--- src/rtl/sram_arbiter.sv ---
// Multi-cycle controller for the shared board SRAM: serialises instruction fetch and data
// access (data has priority) and sequences the active-low strobes and bus-driver enable.
module sram_arbiter #(
  parameter int unsigned WAIT_CYCLES = 1,
  parameter int unsigned ADDR_W      = 18
) (
  input  logic              clk,
  input  logic              rst,
  input  logic              if_req,
  input  logic [15:0]       if_addr,
  output logic [15:0]       if_rdata,
  output logic              if_ready,
  input  logic              mem_read,
  input  logic              mem_write,
  input  logic [15:0]       mem_addr,
  input  logic [15:0]       mem_wdata,
  output logic [15:0]       mem_rdata,
  output logic              mem_ready,
  output logic              stall,
  output logic [ADDR_W-1:0] ram_addr,
  output logic [15:0]       ram_dout,
  input  logic [15:0]       ram_din,
  output logic              ram_oe,
  output logic              ram_ce_n,
  output logic              ram_oe_n,
  output logic              ram_we_n
);

  typedef enum logic [2:0] {
    StIdle,
    StRd,
    StWrSetup,
    StWrPulse,
    StWrHold,
    StDone
  } state_e;

  state_e     state;
  logic [2:0] cnt;
  logic       owner_mem;

  assign stall = (if_req & ~if_ready) | ((mem_read | mem_write) & ~mem_ready);

  // All SRAM-facing outputs are registered and updated on state transitions so the pins
  // never glitch; ram_oe and we_n are always moved on different edges.
  always_ff @(posedge clk or posedge rst) begin
    if (rst) begin
      state     <= StIdle;
      cnt       <= 3'd0;
      owner_mem <= 1'b0;
      ram_addr  <= '0;
      ram_dout  <= 16'h0000;
      ram_oe    <= 1'b0;
      ram_ce_n  <= 1'b1;
      ram_oe_n  <= 1'b1;
      ram_we_n  <= 1'b1;
      if_rdata  <= 16'h0000;
      mem_rdata <= 16'h0000;
      if_ready  <= 1'b0;
      mem_ready <= 1'b0;
    end else begin
      if_ready  <= 1'b0;
      mem_ready <= 1'b0;
      unique case (state)
        StIdle: begin
          if (mem_read || mem_write) begin
            owner_mem <= 1'b1;
            ram_addr  <= ADDR_W'(mem_addr);
            ram_ce_n  <= 1'b0;
            cnt       <= 3'(WAIT_CYCLES);
            if (mem_write) begin
              ram_dout <= mem_wdata;
              ram_oe   <= 1'b1;
              state    <= StWrSetup;
            end else begin
              ram_oe_n <= 1'b0;
              state    <= StRd;
            end
          end else if (if_req) begin
            owner_mem <= 1'b0;
            ram_addr  <= ADDR_W'(if_addr);
            ram_ce_n  <= 1'b0;
            ram_oe_n  <= 1'b0;
            cnt       <= 3'(WAIT_CYCLES);
            state     <= StRd;
          end
        end
        StRd: begin
          if (cnt == 3'd0) begin
            if (owner_mem) begin
              mem_rdata <= ram_din;
              mem_ready <= 1'b1;
            end else begin
              if_rdata <= ram_din;
              if_ready <= 1'b1;
            end
            ram_ce_n <= 1'b1;
            ram_oe_n <= 1'b1;
            state    <= StDone;
          end else begin
            cnt <= cnt - 3'd1;
          end
        end
        StWrSetup: begin
          ram_we_n <= 1'b0;
          cnt      <= 3'(WAIT_CYCLES);
          state    <= StWrPulse;
        end
        StWrPulse: begin
          if (cnt == 3'd0) begin
            ram_we_n <= 1'b1;
            state    <= StWrHold;
          end else begin
            cnt <= cnt - 3'd1;
          end
        end
        StWrHold: begin
          ram_ce_n <= 1'b1;
          ram_oe   <= 1'b0;
          if (owner_mem) mem_ready <= 1'b1;
          else           if_ready  <= 1'b1;
          state <= StDone;
        end
        StDone: begin
          state <= StIdle;
        end
        default: begin
          state <= StIdle;
        end
      endcase
    end
  end

endmodule

--- config.mk ---
export PLATFORM = sky130hd
export DESIGN_NAME = sram_arbiter
export DESIGN_NICKNAME = d
export VERILOG_FILES = /design/src/rtl/sram_arbiter.sv
export SDC_FILE = /design/constraint.sdc
export NUM_CORES = 1
export LEC_CHECK = 0
export BUFFER_PORTS_ARGS = -buffer_cell sky130_fd_sc_hd__buf_2
export CAP_MARGIN = 20
export CORE_UTILIZATION = 40
export DETAILED_ROUTE_END_ITERATION = 8
export GPL_ROUTABILITY_DRIVEN = 0
export HOLD_SLACK_MARGIN = 0.02
export PLACE_DENSITY = 0.69
export SLEW_MARGIN = 20
export SYNTH_ARGS = -nofsm -noshare
export SYNTH_HDL_FRONTEND = slang
export SYNTH_SLANG_ARGS = --single-unit
--- constraint.sdc ---
create_clock -name clk -period 4.2 [get_ports clk]
set_clock_uncertainty 0.1 [all_clocks]
set_input_delay 0.63 -clock clk [delete_from_list [all_inputs] [get_ports clk]]
set_output_delay 0.63 -clock clk [all_outputs]
set_load 0.05 [all_outputs]
==> reports/qor.csv, run 1 <==
metric,value,unit
status,"finished, final reports clean",
area of the die,0.00868,sq mm
Worst Setup End Kind,flip-flop,
Top delay family on crit path,simple AND/OR/NAND/NOR gates,
Area Growth Syn to Fin,28.5,%
largest family of logic cells by synthesized area,multiplexers,
share of Yosys cell area claimed by the top area cell type,55.7,%
CTS buffer count,9,
reg2reg end,ram_addr[14],
top cells by instance count after synthesis,"dfrtp_1 (74), mux2_2 (46), o21ai_0 (24), mux2i_1 (18), o21ai_2 (10)",
Compound-Gate Fraction of Synth Area,9.26,%
first-pass GRT wire length,11300,microns
number of global-route vias before repair,2406,
Worst-path clk slew,0.08,ns
share of flip-flops with an asynchronous set or reset,100,%
Routed Antenna Nets,0,
hold_buf cts,0,
"area leader, netlist",dfrtp_1,
fin. max-slew vios,0,
post-CTS setup buffer count,0,
IO Pins,142,
via/cell ratio,4.95,
Root Buffer,clkbuf_8,
fin crit share,54.5,%
worst skew pair latency,0.33,ns
H-tree depth,3,
Routed WL,7190,microns
register area share after synthesis,58.1,%
WS Path Type,reg -> reg,
IO buf count,139,
Register Area,0.00193,sq mm
Post-Layout Cell Count,490,
CP startpoint kind,flip-flop,
Syn. warnings,0,
Post-CTS Resized,0,
worst min path class,in -> async,
Initial Util,42.1,%
#FFs+latches synth,77,
"Cell Area, Synth",0.00332,sq mm
post-detail-place hpwl,5300,microns
"count leader, synth",dfrtp_1,
Die Ht,93.2,microns
via count,2424,
n_diodes,0,
Fmax,0.437,GHz
cell-by-cell trace of the critical path,"or3_1, or2_1, o21ai_0",
fin nets,454,
Rows,32,
fin util,54.1,%
Slew HR,33.0,%
WP data required,4.29,ns
grt ovf,0,
pin slew with the least headroom to its limit,1.00,ns
Worst EP arrival,2.37,ns
DRC viols,0,
cell count after synthesis,243,
Chip Width,93.2,microns
Initial DRT Pass Iterations,4,
setup TNS,0,ns
GRT Total Usage,17.0,%
simple-gate share of the synthesized area,5.65,%
share of cells above drive strength 1,57.0,%
initial antenna violation count,0,
"EDFF count, synth",0,
Multi-input gate area,0.00125,sq mm
Cell variety after synth,39,
number of max-cap violations,0,
Avg Synthesized Cell Area,13.7,sq um
TritonCTS clock tree,built,
Hold Slack,0.232,ns
Core ar.,0.00789,sq mm
slowest CP cell,or2_1,
xor/xnor share of the synthesized area,0,%
initial DRC count,68,
DP Cell Count,474,
maximum root-to-sink buffer count,2,
Setup crit start,state[2],
Final min period,2.29,ns
Routed WL per cell,14.7,microns
largest net degree at the start of global routing,52,
count of final hold-check violations,0,
Final setup violation count,0,
post-synthesis mux area share,21.7,%
R2R Setup Slk,1.91,ns
Synth area leaders,"dfrtp_1 (56%), mux2_2 (16%), mux2i_1 (5.4%)",
fillers,719,
CTS Sinks,77,
R2R cell count,3,
post-synthesis adder-cell area fraction,0.753,%
slowest cell delay on critical path,0.67,ns
crit path buf inv count,0,
r2r startpoint,state[2],
"Top FF cell, synth",dfrtp_1,
unrepaired setup endpoints after global routing,no,
top fanout value on the critical path,21,
-- metal layers --
metal	GRT usage (%)	share of wire [%]	up-vias
li1	-	-	1143
met1	20.6	42	1189
met2	29.2	51	85
met3	4.15	5.9	7
met4	6.54	1.3	0
met5	0	0	-
-- cell families (layout without fill, tap and decap cells) --
group	Yosys count	after routing
adder cells (fa/ha/maj)	2	2
AO/OA/AOI/OAI	49	49
buffers and inverters	23	167
AND/OR/NAND/NOR	25	25
flip-flops	77	77
multiplexers	66	66
other	1	2
-- cells in the final DEF (no fill, tap or decap), types with 2 or more instances in the layout --
cell type	count
a21oi_1	5
buf_2	139
buf_4	3
clkbuf_8	12
conb_1	2
dfrtp_1	74
dfstp_2	3
ha_1	2
inv_1	8
mux2_1	2
mux2_2	46
mux2i_1	18
nand2_1	2
nand2b_1	3
nor2_1	6
nor3_1	2
o21ai_0	24
o21ai_2	10
o21bai_1	2
o22ai_1	3
-- worst register-to-register path, cell delays in order, from the launching register on --
cell     delay [ns]
dfrtp_1        0.61
or3_1          0.56
or2_1          0.68
o21ai_0        0.20
-- layout make-up --
| cell class | instances | area share (%) |
|---|---|---|
| Inverter | 9 | 0.791 |
| Clock buffer | 13 | 3.96 |
| Multi-Input combinational cell | 144 | 29.2 |
| Tap cell | 102 | 2.99 |
| Timing Repair Buffer | 142 | 16.8 |
| Sequential cell | 77 | 45.2 |
| Clock inverter | 3 | 0.996 |
-- sequential cells by signal, indices dropped and copies added (netlist names) --
| register | flops |
|---|---|
| ram_oe_n | 1 |
| ram_oe | 1 |
| cnt | 3 |
| ram_ce_n | 1 |
| mem_ready | 1 |
| owner_mem | 1 |
| if_ready | 1 |
| if_rdata | 16 |
| state | 3 |
| ram_dout | 16 |
| mem_rdata | 16 |
| ram_addr | 16 |
| ram_we_n | 1 |
-- stage by stage --
step	setup slack [ns]	instance area, sq um
finish	1.91	4270
global placement	1.93	4060
CTS	1.90	4270
global route	1.71	4270
floorplan	1.51	3330
detailed placement	1.89	4060
-- worst max path at each step --
stage | cells past startpoint | slack [ns] | end
2_1_floorplan | 1 | 1.51 | cnt[0]
3_3_place_gp | 3 | 1.93 | ram_dout[0]
3_5_place_dp | 3 | 1.89 | ram_addr[13]
4_1_cts | 3 | 1.90 | ram_addr[14]
5_1_grt | 3 | 1.71 | ram_addr[12]
6_report | 3 | 1.91 | ram_addr[14]
Power of run 1 is left out: the tool's default activity adds up to more than one toggle a clock period on the data nets, which glitch-free logic cannot reach.
==> inputs of run 2 (changes only) <==
ABC_AREA = 1   (was not set)
PLACE_DENSITY = 0.71   (was 0.69)
clock period = 1.9 ns   (was 4.2 ns; I/O delays follow)
==> run 2 against run 1 <==
Compared with the run above: critical path depth is 4 higher; synthesized area is 7.0% higher; non-clock buffer count is 4 higher; cell area is 5.9% higher; hold slack worse by 0.16 ns; global-route usage is 0.81 points higher; utilization is 2.0 points lower; count of clock-buffer cells in the layout is 3 lower; die area is 6.8% higher; synthesized cell count is 63% higher; sequential cell count stayed put; final cell count is 33% higher; critical path type unchanged; critical endpoint is now mem_ready; largest cell class unchanged; highest routed layer unchanged.
==> reports/qor.csv, run 2 <==
metric,value,unit,change
status,"finished, final reports clean",,unchanged
GRT Total Usage,17.8,%,was 17.0%
IO buf count,139,,unchanged
Avg Synthesized Cell Area,9.00,sq um,was 13.7 sq um
worst skew pair latency,0.34,ns,was 0.33 ns
largest net degree at the start of global routing,76,,was 52
"commonest non-fill, non-tap cells in the layout","nand2_1 (178), buf_2 (139), dfrtp_1 (74)",,"was buf_2 (139), dfrtp_1 (74), mux2_2 (46)"
Worst Hold Depth,3,,
crit path buf inv count,2,,was 0
via/cell ratio,4.62,,was 4.95
Cell variety after synth,29,,was 39
Initial Util,41.0,%,was 42.1%
DP Cell Count,633,,was 474
share of cells above drive strength 1,39.3,%,was 57.0%
cell-by-cell trace of the critical path,"inv_1, ha_1, nand2_1, nor2_8, nand3_4, buf_4, o21ai_0",,"was or3_1, or2_1, o21ai_0"
Initial DRT Pass Iterations,4,,unchanged
number of global-route vias before repair,2737,,was 2406
slowest cell delay on critical path,0.37,ns,was 0.67 ns
R2R cell count,7,,was 3
count of final hold-check violations,0,,unchanged
"area leader, netlist",dfrtp_1,,unchanged
Post-Layout Cell Count,650,,was 490
via count,3000,,was 2424
IO Pins,142,,unchanged
CTS buffer count,9,,unchanged
Routed WL,7970,microns,was 7190 microns
Routed WL per cell,12.3,microns,was 14.7 microns
CP startpoint kind,flip-flop,,unchanged
TritonCTS clock tree,built,,unchanged
"Top FF cell, synth",dfrtp_1,,unchanged
#FFs+latches synth,77,,unchanged
share of flip-flops with an asynchronous set or reset,100,%,unchanged
Worst Setup End Kind,flip-flop,,unchanged
share of Yosys cell area claimed by the top area cell type,52.1,%,was 55.7%
maximum root-to-sink buffer count,2,,unchanged
top cells by instance count after synthesis,"nand2_1 (178), dfrtp_1 (74), o21ai_2 (32), inv_1 (27), nand3_1 (24)",,"was dfrtp_1 (74), mux2_2 (46), o21ai_0 (24), mux2i_1 (18), o21ai_2 (10)"
register area share after synthesis,54.3,%,was 58.1%
PD cells,2120,mW/mm^2,
Core ar.,0.00868,sq mm,was 0.00789 sq mm
Routed Antenna Nets,0,,unchanged
Rows,34,,was 32
WS Path Type,reg -> reg,,unchanged
Final setup violation count,0,,unchanged
fin nets,608,,was 454
"count leader, synth",nand2_1,,was dfrtp_1
setup TNS,0,ns,unchanged
Top Layer Used,met4,,unchanged
met3 WL,645,microns,was 422 microns
WP data required,1.99,ns,was 4.29 ns
first-pass GRT wire length,12400,microns,was 11300 microns
"EDFF count, synth",0,,unchanged
Final min period,1.73,ns,was 2.29 ns
post-detail-place hpwl,5830,microns,was 5300 microns
met1 WL,3610,microns,was 2990 microns
met2 WL,3590,microns,was 3670 microns
grt ovf,0,,unchanged
unrepaired setup endpoints after global routing,no,,unchanged
Chip Width,96.3,microns,was 93.2 microns
Die Ht,96.3,microns,was 93.2 microns
"commonest non-fill, non-tap cell in the layout",nand2_1,,was buf_2
area of the die,0.00927,sq mm,was 0.00868 sq mm
number of max-cap violations,0,,unchanged
Synth area leaders,"dfrtp_1 (52%), nand2_1 (19%), o21ai_2 (7.9%)",,"was dfrtp_1 (56%), mux2_2 (16%), mux2i_1 (5.4%)"
Top delay family on crit path,buffers and inverters,,was simple AND/OR/NAND/NOR gates
WP depth,7,,was 3
Syn. warnings,0,,unchanged
initial DRC count,131,,was 68
fin util,52.1,%,was 54.1%
worst min path class,in -> reg,,was in -> async
static leakage,2.61,nW,
fin crit share,91.1,%,was 54.5%
Area Growth Syn to Fin,27.2,%,was 28.5%
cell count after synthesis,395,,was 243
post-CTS setup buffer count,0,,unchanged
CTS Sinks,77,,unchanged
top fanout value on the critical path,33,,was 21
maximum vdd ir drop,1.39,mV,
Fmax,0.578,GHz,was 0.437 GHz
Worst-path clk slew,0.08,ns,about the same
initial antenna violation count,0,,unchanged
Root Buffer,clkbuf_8,,unchanged
H-tree depth,3,,unchanged
n_diodes,0,,unchanged
fin. max-slew vios,0,,unchanged
Worst EP arrival,1.83,ns,was 2.37 ns
slowest CP cell,dfrtp_1,,was or2_1
DRC viols,0,,unchanged
"Cell Area, Synth",0.00356,sq mm,was 0.00332 sq mm
run 2: cell types whose count changed after synthesis, moves of 4 or more:
cell     change
o21ai_0     -19
mux2i_1     -18
a21oi_1      -4
nand3_1     +24
inv_1       +18
o21ai_2     +22
mux2_2      -46
buf_6        +4
nor2_1       +4
nand2_1    +176
run 2: cells by family (layout without fill, tap and decap cells):
group                    count (synthesis)  in the layout  share of synthesized area, %
flip-flops                              77             77                          54.3
other                                    1              2                         0.105
AO/OA/AOI/OAI                           41             41                          9.36
adder cells (fa/ha/maj)                  2              2                         0.704
AND/OR/NAND/NOR                        226            226                          27.7
XOR/XNOR                                 1              1                         0.246
buffers and inverters                   47            193                          7.64
run 2: metal layers:
metal	vias up	global-route usage, %
met1	1360	21.6
li1	1513	-
met2	116	29.0
met4	0	7.71
met3	11	5.77
met5	-	0
run 2: power breakdown:
| part | switching, W | internal, W |
|---|---|---|
| clock | 0.000609 | 0.000651 |
| combinational | 0.00414 | 0.00126 |
| sequential | 0.000476 | 0.00245 |
run 2: final timing paths:
check | to | slack, ns | start
worst max-delay path | mem_ready | 0.17 | cnt[0]
worst min-delay path | ram_dout[12] | 0.07 | mem_wdata[12]
worst max register to register | mem_ready | 0.17 | cnt[0]
worst min register to register | ram_addr[2] | 0.37 | ram_addr[2]
max in group asynchronous | ram_we_n | 0.84 | rst
min in group asynchronous | if_rdata[2] | 0.27 | rst
run 2: through the flow:
stage               hold WS, ns  power, W  area (sq um)  setup WS (ns)
finish                   0.0684   0.00958          4520          0.169
global route             0.0581    0.0102          4520        0.00896
CTS                      0.0456   0.00968          4520          0.151
detailed placement       0.0719   0.00839          4300          0.166
global placement         0.0725   0.00828          4300          0.235
floorplan                 0.330   0.00723          3560          0.112
run 2: tightest hold or removal path, stage by stage:
cell     delay [ns]
buf_2          0.08
nand3_1        0.06
nand2_1        0.06
run 2: cell type report:
class	count	area, sq um
multi-input cells	272	1360
repair buffers	146	763
clock buffers	10	138
inverters	31	128
well taps	108	135
fillers	842	4150
clock inverters	6	72.6
flip-flops and latches	77	1930
run 2: what timing repair did:
item | 4_1_cts | 5_1_grt
gates resized for setup | 0 | 0
endpoints found under the hold margin | 74 | 0
hold buffers | 1 | 0
No activity file was read; power rests on OpenSTA's default activity.
==> inputs of run 3 (changes only) <==
--- a/config.mk
+++ b/config.mk
@@ -10,2 +10,3 @@
 export CAP_MARGIN = 20
+export CORE_ASPECT_RATIO = 0.5
 export CORE_UTILIZATION = 40
==> constraint.sdc (replaced) <==
create_clock -name clk -period 1.9 [get_ports clk]
set_clock_uncertainty 0.1 [all_clocks]
set_input_delay 0.095 -clock clk [delete_from_list [all_inputs] [get_ports clk]]
set_output_delay 0.095 -clock clk [all_outputs]
set_load 0.05 [all_outputs]
==> run 3 against run 2 <==
Compared with the run above: critical path type unchanged; routed wire length increased by 14%; utilization increased by 12 points; sequential power about the same; sequential share of layout area decreased by 6.4 points; combinational power increased by 3.7%; largest power group unchanged; count of clock-buffer cells in the layout increased by 3; via count increased by 9.4%; final cell count increased by 11%; critical path depth increased by 1; cell area increased by 18%; sequential cell count unchanged.
==> reports/qor.csv, run 3 (synthesized netlist as in run 2, its figures left out) <==
metric,value,unit,change
status,"finished, final reports clean",,unchanged
Worst-path clk slew,0.06,ns,was 0.08 ns
Core ar.,0.00832,sq mm,was 0.00868 sq mm
Die Ht,68.7,microns,was 96.3 microns
Fmax,0.578,GHz,about the same
GRT Total Usage,19.6,%,was 17.8%
final instance area,0.00532,sq mm,was 0.00452 sq mm
Final min period,1.73,ns,about the same
"commonest non-fill, non-tap cell in the layout",nand2_1,,unchanged
maximum vdd ir drop,1.10,mV,was 1.39 mV
Final setup violation count,0,,unchanged
unrepaired setup endpoints after global routing,no,,unchanged
post-detail-place hpwl,5860,microns,was 5830 microns
CTS buffer count,9,,unchanged
met1 Use GR,21.4,%,was 21.6%
fin nets,673,,was 608
worst skew pair latency,0.33,ns,was 0.34 ns
static leakage,2.95,nW,was 2.61 nW
switching share of power,51.6,%,was 54.5%
post-CTS setup buffer count,0,,unchanged
met2 Resource Use GR,37.2,%,was 29.0%
Worst Hold Depth,4,,was 3
pre-CTS WS,0.181,ns,was 0.166 ns
count of final hold-check violations,0,,unchanged
fin. max-slew vios,0,,unchanged
grt ovf,0,,unchanged
share of cells above drive strength 1,35.1,%,was 39.3%
Chip Width,135,microns,was 96.3 microns
H-tree depth,3,,unchanged
TritonCTS clock tree,built,,unchanged
setup TNS,0,ns,unchanged
DRC viols,0,,unchanged
Rows,23,,was 34
crit path buf inv count,2,,unchanged
number of max-cap violations,0,,unchanged
initial DRC count,138,,was 131
Routed WL,9060,microns,was 7970 microns
initial antenna violation count,0,,unchanged
Int Pwr,0.00497,W,was 0.00436 W
largest net degree at the start of global routing,34,,was 76
WP data required,2.02,ns,was 1.99 ns
pin slew with the least headroom to its limit,0.577,ns,
GRT met3 Usage,5.34,%,was 5.77%
n_diodes,0,,unchanged
area of the die,0.00929,sq mm,was 0.00927 sq mm
WP depth,8,,was 7
maximum root-to-sink buffer count,2,,unchanged
CTS Sinks,77,,unchanged
PD cells,1930,mW/mm^2,was 2120 mW/mm^2
DP Area,0.00435,sq mm,was 0.00430 sq mm
IO buf count,139,,unchanged
Worst Setup End Kind,flip-flop,,unchanged
fin crit share,91.1,%,about the same
Power Total,0.0103,W,was 0.00958 W
sequential share of power,28.5,%,was 30.6%
CP startpoint kind,flip-flop,,unchanged
via count,3283,,was 3000
Clk network pwr share,17.0,%,was 13.1%
slowest CP cell,dfrtp_1,,unchanged
Initial Util,42.8,%,was 41.0%
Top delay family on crit path,simple AND/OR/NAND/NOR gates,,was buffers and inverters
Area Growth Syn to Fin,49.5,%,was 27.2%
slowest cell delay on critical path,0.39,ns,was 0.37 ns
fin util,63.9,%,was 52.1%
first-pass GRT wire length,13800,microns,was 12400 microns
Routed Antenna Nets,0,,unchanged
Routed WL per cell,12.6,microns,was 12.3 microns
IO Pins,142,,unchanged
top fanout value on the critical path,22,,was 33
Worst EP arrival,1.85,ns,was 1.83 ns
Slew HR,61.5,%,
worst min path class,in -> reg,,unchanged
post-route setup slack,0.169,ns,about the same
gr busiest metal,met2,,unchanged
via/cell ratio,4.57,,was 4.62
R2R Setup Slk,0.17,ns,about the same
cell-by-cell trace of the critical path,"inv_1, ha_1, nand2_1, nor2_8, nand3_4, buf_12, nand2_1, o21ai_2",,"was inv_1, ha_1, nand2_1, nor2_8, nand3_4, buf_4, o21ai_0"
R2R cell count,8,,was 7
WS Path Type,reg -> reg,,unchanged
number of global-route vias before repair,3070,,was 2737
Worst path most repeated cell,nand2_1,,
Root Buffer,clkbuf_16,,was clkbuf_8
Net Sw Power,0.00529,W,was 0.00522 W
combinational share of power,54.5,%,was 56.3%
Initial DRT Pass Iterations,4,,unchanged
"commonest non-fill, non-tap cells in the layout","nand2_1 (178), buf_2 (139), dfrtp_1 (74)",,unchanged
[run 3: cell count changes in the layout (fill, tap and decap cells not counted)]
cell / before / now
dlygate4sd3_1: 1 / 65
clkbuf_16: 0 / 9
clkbuf_1: 0 / 1
clkinv_2: 0 / 1
clkbuf_8: 10 / 3
clkinv_4: 4 / 0
buf_4: 5 / 3
buf_12: 1 / 4
[run 3: layer usage]
metal  share of wire [%]  routed length (microns)
met2                  51                     4620
met3                 5.5                      498
met4                 1.4                      129
met5                   0                        0
met1                  42                     3820
[run 3: cell type report]
type	count	area [sq um]
Clock buffer	13	270
Tap cell	112	140
Sequential cell	77	1930
Inverter	31	128
Fill cell	677	3000
Multi-Input combinational cell	272	1360
Clock inverter	3	42.5
Timing Repair Buffer	211	1450
[run 3: stage by stage]
stage	std cells	hold slack, ns
floorplan	396	0.140
global placement	638	0.0876
detailed placement	638	0.0896
CTS	719	0.0936
global route	719	0.121
finish	719	0.106
[run 3: final timing paths]
check	from	end
min in group asynchronous	rst	if_ready
max in group asynchronous	rst	ram_we_n
worst min-delay path	if_req	state[0]
worst max register to register	cnt[0]	mem_rdata[11]
worst max-delay path	cnt[0]	mem_rdata[11]
worst min register to register	ram_oe_n	ram_oe_n
[run 3: worst reg2reg max path: stages (launching register included)]
cell	delay [ns]
dfrtp_1	0.39
inv_1	0.09
ha_1	0.14
nand2_1	0.17
nor2_8	0.18
nand3_4	0.18
buf_12	0.22
nand2_1	0.10
o21ai_2	0.05
[run 3: power groups by stage]
stage | Combinational (W) | Sequential, W | Clock [W]
global placement | 0.00540 | 0.00293 | 0
global route | 0.00598 | 0.00302 | 0.00185
finish | 0.00559 | 0.00293 | 0.00175
CTS | 0.00560 | 0.00292 | 0.00179
detailed placement | 0.00548 | 0.00293 | 0
floorplan | 0.00182 | 0.00542 | 0
[run 3: timing repair]
item                      CTS  global route
hold endpoints to repair   84             0
hold buffers               65             0
resized for setup           0             0
